$ cat src/rtl/dmem_pkg.sv
// Shared types and helpers for the dmem_responder data-memory slice.
// Size encoding, FSM state encoding, wait counter width and the
// alignment helpers used by the top level.
package dmem_pkg;

  localparam int WAIT_CW = 4;

  typedef enum logic [1:0] {
    SZ_WORD = 2'b00,
    SZ_HALF = 2'b01,
    SZ_BYTE = 2'b10,
    SZ_RSVD = 2'b11
  } size_e;

  typedef enum logic [1:0] {
    ST_IDLE = 2'b00,
    ST_WAIT = 2'b01,
    ST_RESP = 2'b10
  } state_e;

  // Clear the low address bits that a half/word access cannot use.
  function automatic logic [1:0] align_lo(input logic [1:0] sz, input logic [1:0] lo);
    case (sz)
      SZ_HALF: return {lo[1], 1'b0};
      SZ_BYTE: return lo;
      default: return 2'b00;
    endcase
  endfunction

  // True when the low address bits do not fit the access size.
  function automatic logic misaligned(input logic [1:0] sz, input logic [1:0] lo);
    case (sz)
      SZ_HALF: return lo[0];
      SZ_BYTE: return 1'b0;
      default: return (lo != 2'b00);
    endcase
  endfunction

endpackage

$ cat src/rtl/dmem_bytelane.sv
// Byte-lane steering for dmem_responder: write strobes and lane-replicated
// write data for stores, right-aligned zero-extended data for loads.
module dmem_bytelane
  import dmem_pkg::*;
(
  input  logic [1:0]  size,
  input  logic [1:0]  addr_lo,
  input  logic [31:0] wdata,
  input  logic [31:0] rword,
  output logic [3:0]  be,
  output logic [31:0] wlane,
  output logic [31:0] rdata
);

  // Decode strobes and align data from access size and byte offset.
  always_comb begin
    be    = 4'b1111;
    wlane = wdata;
    rdata = rword;
    case (size)
      SZ_HALF: begin
        be    = addr_lo[1] ? 4'b1100 : 4'b0011;
        wlane = {2{wdata[15:0]}};
        rdata = {16'h0000, (addr_lo[1] ? rword[31:16] : rword[15:0])};
      end
      SZ_BYTE: begin
        be    = 4'b0001 << addr_lo;
        wlane = {4{wdata[7:0]}};
        case (addr_lo)
          2'd0:    rdata = {24'h0, rword[7:0]};
          2'd1:    rdata = {24'h0, rword[15:8]};
          2'd2:    rdata = {24'h0, rword[23:16]};
          default: rdata = {24'h0, rword[31:24]};
        endcase
      end
      default: ;
    endcase
  end

endmodule

$ cat src/rtl/dmem_responder.sv
// Multi-cycle data-memory responder with a fixed number of wait states.
// Optional macro DMEM_MISALIGN_TRAP_EN: misaligned half/word accesses
// complete with err=1 and no side effect instead of being force-aligned.
//
// state   | meaning
// IDLE    | waiting for memread/memwrite, latches the request
// WAIT    | counting down wait states on the latched request
// RESP    | one-cycle ready pulse, readdata valid
module dmem_responder
  import dmem_pkg::*;
#(
  parameter int DEPTH = 64,
  parameter int WAIT  = 2
) (
  input  logic        clk,
  input  logic        reset,
  input  logic        memread,
  input  logic        memwrite,
  input  logic [1:0]  size,
  input  logic [31:0] addr,
  input  logic [31:0] writedata,
  output logic [31:0] readdata,
  output logic        ready,
  output logic        stall,
  output logic        err
);

  localparam int AW = (DEPTH > 1) ? $clog2(DEPTH) : 1;

  state_e               state_q, state_d;
  logic [WAIT_CW-1:0]   cnt_q, cnt_d;
  logic [31:0]          addr_q, wdata_q, readdata_q;
  logic [1:0]           size_q;
  logic                 store_q;
  logic                 latch_en, enter_resp;

  logic                 acc_live, acc_store, acc_mis, do_write;
  logic [31:0]          acc_addr, acc_wdata, load_val;
  logic [1:0]           acc_size, lane_lo;
  logic [AW-1:0]        idx;
  logic [3:0]           be;
  logic [31:0]          wlane, lane_rdata, mem_word;
  logic [31:0]          mem [DEPTH];
  logic                 unused_addr_hi;

  // Next-state logic; WAIT=0 skips straight to RESP.
  always_comb begin
    state_d    = state_q;
    cnt_d      = cnt_q;
    latch_en   = 1'b0;
    enter_resp = 1'b0;
    case (state_q)
      ST_IDLE: begin
        if (memread | memwrite) begin
          latch_en = 1'b1;
          if (WAIT == 0) begin
            state_d    = ST_RESP;
            enter_resp = 1'b1;
            cnt_d      = '0;
          end else begin
            state_d = ST_WAIT;
            cnt_d   = WAIT_CW'(WAIT);
          end
        end
      end
      ST_WAIT: begin
        if (cnt_q <= WAIT_CW'(1)) begin
          state_d    = ST_RESP;
          enter_resp = 1'b1;
          cnt_d      = '0;
        end else begin
          cnt_d = cnt_q - WAIT_CW'(1);
        end
      end
      ST_RESP: state_d = ST_IDLE;
      default: state_d = ST_IDLE;
    endcase
  end

  // State, counter and response registers.
  always_ff @(posedge clk or posedge reset) begin
    if (reset) begin
      state_q    <= ST_IDLE;
      cnt_q      <= '0;
      readdata_q <= '0;
    end else begin
      state_q <= state_d;
      cnt_q   <= cnt_d;
      if (enter_resp) readdata_q <= load_val;
    end
  end

  // Capture the request on acceptance; later input changes are ignored.
  always_ff @(posedge clk or posedge reset) begin
    if (reset) begin
      addr_q  <= '0;
      wdata_q <= '0;
      size_q  <= SZ_WORD;
      store_q <= 1'b0;
    end else if (latch_en) begin
      addr_q  <= addr;
      wdata_q <= writedata;
      size_q  <= size;
      store_q <= memwrite;
    end
  end

  // In IDLE the live inputs are used so WAIT=0 can respond without latching first.
  always_comb begin
    acc_live  = (state_q == ST_IDLE);
    acc_addr  = acc_live ? addr      : addr_q;
    acc_wdata = acc_live ? writedata : wdata_q;
    acc_size  = acc_live ? size      : size_q;
    acc_store = acc_live ? memwrite  : store_q;
  end

`ifdef DMEM_MISALIGN_TRAP_EN
  logic err_q;

  assign acc_mis = misaligned(acc_size, acc_addr[1:0]);
  assign lane_lo = acc_addr[1:0];

  // Misalignment flag captured alongside the response data.
  always_ff @(posedge clk or posedge reset) begin
    if (reset)           err_q <= 1'b0;
    else if (enter_resp) err_q <= acc_mis;
  end

  assign err = err_q & ready;
`else
  assign acc_mis = 1'b0;
  assign lane_lo = align_lo(acc_size, acc_addr[1:0]);
  assign err     = 1'b0;
`endif

  assign idx            = acc_addr[AW+1:2];
  assign unused_addr_hi = ^acc_addr[31:AW+2];
  assign mem_word       = mem[idx];

  dmem_bytelane u_bytelane (
    .size    (acc_size),
    .addr_lo (lane_lo),
    .wdata   (acc_wdata),
    .rword   (mem_word),
    .be      (be),
    .wlane   (wlane),
    .rdata   (lane_rdata)
  );

  assign load_val = (acc_store | acc_mis) ? 32'h0 : lane_rdata;
  assign do_write = enter_resp & acc_store & ~acc_mis & ~reset;

  // Data store, not reset; only the strobed lanes change on RESP entry.
  always_ff @(posedge clk) begin
    if (do_write) begin
      for (int i = 0; i < 4; i++) begin
        if (be[i]) mem[idx][8*i +: 8] <= wlane[8*i +: 8];
      end
    end
  end

  assign ready    = (state_q == ST_RESP);
  assign readdata = readdata_q;
  assign stall    = (memread | memwrite) & ~ready;

endmodule
$ cat config.mk
export PLATFORM = sky130hd
export DESIGN_NAME = dmem_responder
export DESIGN_NICKNAME = d
export VERILOG_FILES = /design/src/rtl/dmem_pkg.sv /design/src/rtl/dmem_bytelane.sv /design/src/rtl/dmem_responder.sv
export SDC_FILE = /design/constraint.sdc
export NUM_CORES = 2
export LEC_CHECK = 0
export ABC_AREA = 1
export ABC_CLOCK_PERIOD_IN_PS = 16149
export CAP_MARGIN = 20
export CORE_MARGIN = 2
export CORE_UTILIZATION = 37
export CTS_BUF_LIST = sky130_fd_sc_hd__clkbuf_8 sky130_fd_sc_hd__clkbuf_16
export DETAILED_ROUTE_END_ITERATION = 7
export MAX_ROUTING_LAYER = met4
export PLACE_DENSITY_LB_ADDON = 0.1
export SLEW_MARGIN = 20
export SYNTH_ARGS = -nofsm -noshare
export SYNTH_HDL_FRONTEND = slang
export SYNTH_SLANG_ARGS = --single-unit
$ cat constraint.sdc
create_clock -name clk -period 16.15 [get_ports clk]
set_clock_uncertainty 0.05 [all_clocks]
set_input_delay 3.23 -clock clk [delete_from_list [all_inputs] [get_ports clk]]
set_output_delay 3.23 -clock clk [all_outputs]
set_load 0.02 [all_outputs]
==> impl_metrics.py <==
metrics = {
    "outcome": {
        "status": "completed",
    },
    "logic_synthesis": {
        "yosysTopAreaCell": "sky130_fd_sc_hd__edfxtp_1",
        "seq_area_frac_synth_pct": 72.0,
        "yosysWarningCount": 0,
        "synth.distinct_cells": 35,
        "synth_largest_type_area_fraction_pct": 69.7,
        "syn_inst": 8040,
        "syn_nets": 8114,
        "average_cell_area_after_synthesis_sq_um": 11.0,
        "synth.top_cells.by_area": "sky130_fd_sc_hd__edfxtp_1 70%, sky130_fd_sc_hd__nand2_1 14%, sky130_fd_sc_hd__nand3_1 4.6%",
        "summed_instance_area_of_the_synthesized_netlist_sq_um": 88300,
        "yosys_register_bits": 2129,
    },
    "critical_path": {
        "end_kind": "register",
        "timing.critical_path.fanout_max": 64,
        "crit_required_ns": 16.61,
        "timing.critical_path.slowest_stage_cell": "sky130_fd_sc_hd__nor2_1",
        "worst_r2r_startpoint": "state_q[0]",
        "reg2reg_slack_ns": 9.84,
        "critPathArrivalTime_ns": 8.42,
        "timing.critical_path.from_type": "input port",
        "critPathBufInv": 6,
        "category_of_the_most_critical_setup_path": "in -> reg",
        "critPathMaxStageDelay_ns": 0.89,
        "timing.critical_path.to": "mem[21][25]",
        "cp_common_cell": "sky130_fd_sc_hd__nor2_1",
        "critical_path.startpoint": "size[0]",
        "crit_chain": "clkdlybuf4s50_1 > inv_1 > nand2_1 > o21ai_0 > ha_1 > buf_4 > nor2_1 > clkinv_1 > nor2_1 > inv_1 > nand2_1 > o21ai_4 > buf_4 > nor2_1",
        "critical_path_depth": 14,
        "worst_r2r_path_depth": 12,
        "cpLargestDelayFamily": "simple AND/OR/NAND/NOR gates",
        "timing.rr.end": "mem[21][25]",
    },
    "placed_design": {
        "dpl.cell_count": 10900,
        "gp_routability_congestion": 0.855,
        "detailedPlace.worstSlack_ns": 7.28,
        "numPortBuffers": 79,
        "dpl.hpwl_mm": 160,
    },
    "final_layout": {
        "drive_gt1_share_pct": 5.81,
        "area_growth_syn_to_layout_pct": 12.9,
        "post-route-util_pct": 41.9,
        "fin_nets": 8084,
        "final_cell_count_no_fill": 11400,
    },
    "grt": {
        "globalRouteTotalUtil_pct": 23.5,
        "first_pass_grt_wire_length_mm": 399,
        "grt_start_max_net_pins": 208,
        "grt_antenna_before_repair": 13,
        "grt_pass1_vias": 53800,
        "globalRouteOverflowTotal": 0,
    },
    "routing": {
        "drt_first_pass_iters": 6,
        "via_count": 57500,
        "route.detailed.drc": 0,
        "final_antenna_net_count": 0,
        "average_routed_wire_per_standard_cell_um": 24.6,
        "initialDrtViolationCount": 6012,
        "avgViaCountPerCell": 5.04,
        "totalWireLength_mm": 280,
    },
    "cts": {
        "clk_root_buffer_cell": "sky130_fd_sc_hd__clkbuf_16",
        "cts_buffers": 231,
        "clock-sinks": 2129,
        "worst_setup_hold_path_clk_slew_ns": 0.06,
        "post-cts-setup-buffers": 0,
        "postCtsResizedCells": 0,
        "h-tree-depth": 4,
        "cts_tree": "built",
        "cts_hold_buf": 0,
        "worstSkewPairLatency_ns": 0.91,
        "bufs_on_longest_clock_path": 3,
    },
    "hold_path": {
        "hold_class": "reg -> reg",
    },
    "floorplan": {
        "die-width_um": 492,
        "total_die_area_sq_um": 242000,
        "io_pins": 105,
        "effective_utilization_at_floorplan_pct": 37.1,
        "die_height_um": 492,
        "rows": 179,
        "core_region_area_sq_um": 238000,
    },
    "sta": {
        "period_minus_slack_ns": 7.96,
        "count_of_endpoints_failing_hold_in_the_final_timing_report": 0,
        "setup_repair_after_global_routing_missed_its_margin": "no",
        "setup_tns_ns": 0,
        "fmaxAchievable_ghz": 0.126,
        "worst_slew_margin_rel_pct": 17.9,
        "final_min_period_over_clock_period_pct": 49.3,
        "worst_max_slew_pin_slew_ns": 1.23,
        "post-route-worst-setup-slack_ns": 8.19,
        "timing.final.setup_violations": 0,
        "timing_max_transition_violations_final": 0,
    },
    "job": {
        "max-cap-violations": 0,
    },
}
metal layers:
layer	wire length, um	vias to the layer above	track usage (%)
li1	-	27100	-
met1	125000	28300	32.5
met2	127000	1762	35.1
met3	18500	400	3.70
met4	9980	0	8.32
met5	0	-	-
Yosys cell counts:
library cell               count
sky130_fd_sc_hd__nand2_1    3309
sky130_fd_sc_hd__and2_1        1
sky130_fd_sc_hd__buf_2       301
sky130_fd_sc_hd__nor2_1      381
sky130_fd_sc_hd__xor2_1        1
sky130_fd_sc_hd__nor3_2        7
sky130_fd_sc_hd__nand4_1     152
sky130_fd_sc_hd__conb_1        1
sky130_fd_sc_hd__xnor2_1       1
sky130_fd_sc_hd__dfrtp_1      81
sky130_fd_sc_hd__nor3_1        4
sky130_fd_sc_hd__a22o_1        8
sky130_fd_sc_hd__a32o_1        7
sky130_fd_sc_hd__nand2_2       3
sky130_fd_sc_hd__o21ai_2       7
sky130_fd_sc_hd__nor4_1        1
sky130_fd_sc_hd__buf_4        22
sky130_fd_sc_hd__buf_1         7
sky130_fd_sc_hd__nand3_1     808
sky130_fd_sc_hd__nand2_4       1
sky130_fd_sc_hd__nor2_4        2
sky130_fd_sc_hd__inv_1       451
sky130_fd_sc_hd__o21ai_1      40
sky130_fd_sc_hd__o22ai_1      16
sky130_fd_sc_hd__ha_1          4
sky130_fd_sc_hd__clkbuf_1    104
sky130_fd_sc_hd__a21oi_1      18
sky130_fd_sc_hd__inv_2         8
sky130_fd_sc_hd__edfxtp_1   2048
sky130_fd_sc_hd__clkinv_1      3
sky130_fd_sc_hd__o21ai_0     235
sky130_fd_sc_hd__mux2i_1       1
sky130_fd_sc_hd__buf_6         3
sky130_fd_sc_hd__o21ai_4       1
sky130_fd_sc_hd__nor2_2        3
flip-flops by register name, summed over array words and instances, names as in the netlist:
signal    count
size_q        2
store_q       1
state_q       2
mem        2048
readdata     32
addr_q        8
cnt_q         4
wdata_q      32
how the worst min path moves through the flow:
stage                start     endpoint  slack [ns]  cells after the start
2_1_floorplan  wdata_q[16]  wdata_q[16]        0.39                      2
3_3_place_gp   wdata_q[19]  wdata_q[19]        0.40                      2
3_5_place_dp   wdata_q[19]  wdata_q[19]        0.40                      2
4_1_cts        wdata_q[19]  wdata_q[19]        0.42                      2
5_1_grt        wdata_q[19]  wdata_q[19]        0.44                      2
6_report       wdata_q[24]  wdata_q[24]        0.42                      2
through the flow:
stage               cell area, sq um  hold slack, ns
floorplan                      88300           0.387
global placement               92200           0.398
detailed placement             92200           0.404
CTS                            99600           0.420
global route                   99600           0.443
finish                         99700           0.418
logic make-up (layout without fill, tap and decap cells):
| family | Yosys count | count (layout) | synth area share, % |
|---|---|---|---|
| multiplexers | 1 | 1 | 0.0113 |
| flip-flops | 2129 | 2129 | 72.0 |
| adder cells (fa/ha/maj) | 4 | 4 | 0.0567 |
| AND/OR/NAND/NOR | 4672 | 4672 | 21.5 |
| buffers and inverters | 899 | 1069 | 4.37 |
| XOR/XNOR | 2 | 2 | 0.0198 |
| other | 1 | 19 | 0.00425 |
| AO/OA/AOI/OAI | 332 | 332 | 2.02 |
cells in the final DEF, fill, tap and decap left out, drive strengths merged:
cell              n
a21oi            18
a22o              8
a32o              7
and2              1
buf              95
bufinv           18
clkbuf          236
clkdlybuf4s50    79
clkinv          107
clkinvlp          3
conb              1
dfrtp            81
diode            18
edfxtp         2048
ha                4
inv             531
mux2i             1
nand2          3313
nand3           808
nand4           152
nor2            386
nor3             11
nor4              1
o21ai           283
o22ai            16
xnor2             1
xor2              1
worst reg2reg max path: cells and delay by family (launching register included):
| family | cells | cell delay [ns] |
|---|---|---|
| adders and majority gates | 1 | 0.54 |
| AOI/OAI and AO/OA | 2 | 0.38 |
| and+or+nand+nor | 5 | 2.99 |
| DFF | 1 | 0.44 |
| buffers and inverters | 4 | 1.52 |
area by class of cell:
type,instances,area (sq um)
Timing Repair Buffer,174,1670
Antenna cell,18,45.0
Fill cell,22500,138000
Clock buffer,236,5850
Sequential cell,2129,63500
Multi-Input combinational cell,5012,21300
Tap cell,3167,3960
Clock inverter,197,1530
Inverter,462,1740
Power is not shown: default switching activity piles up to over one toggle a cycle in this logic, so the estimate is an artifact.
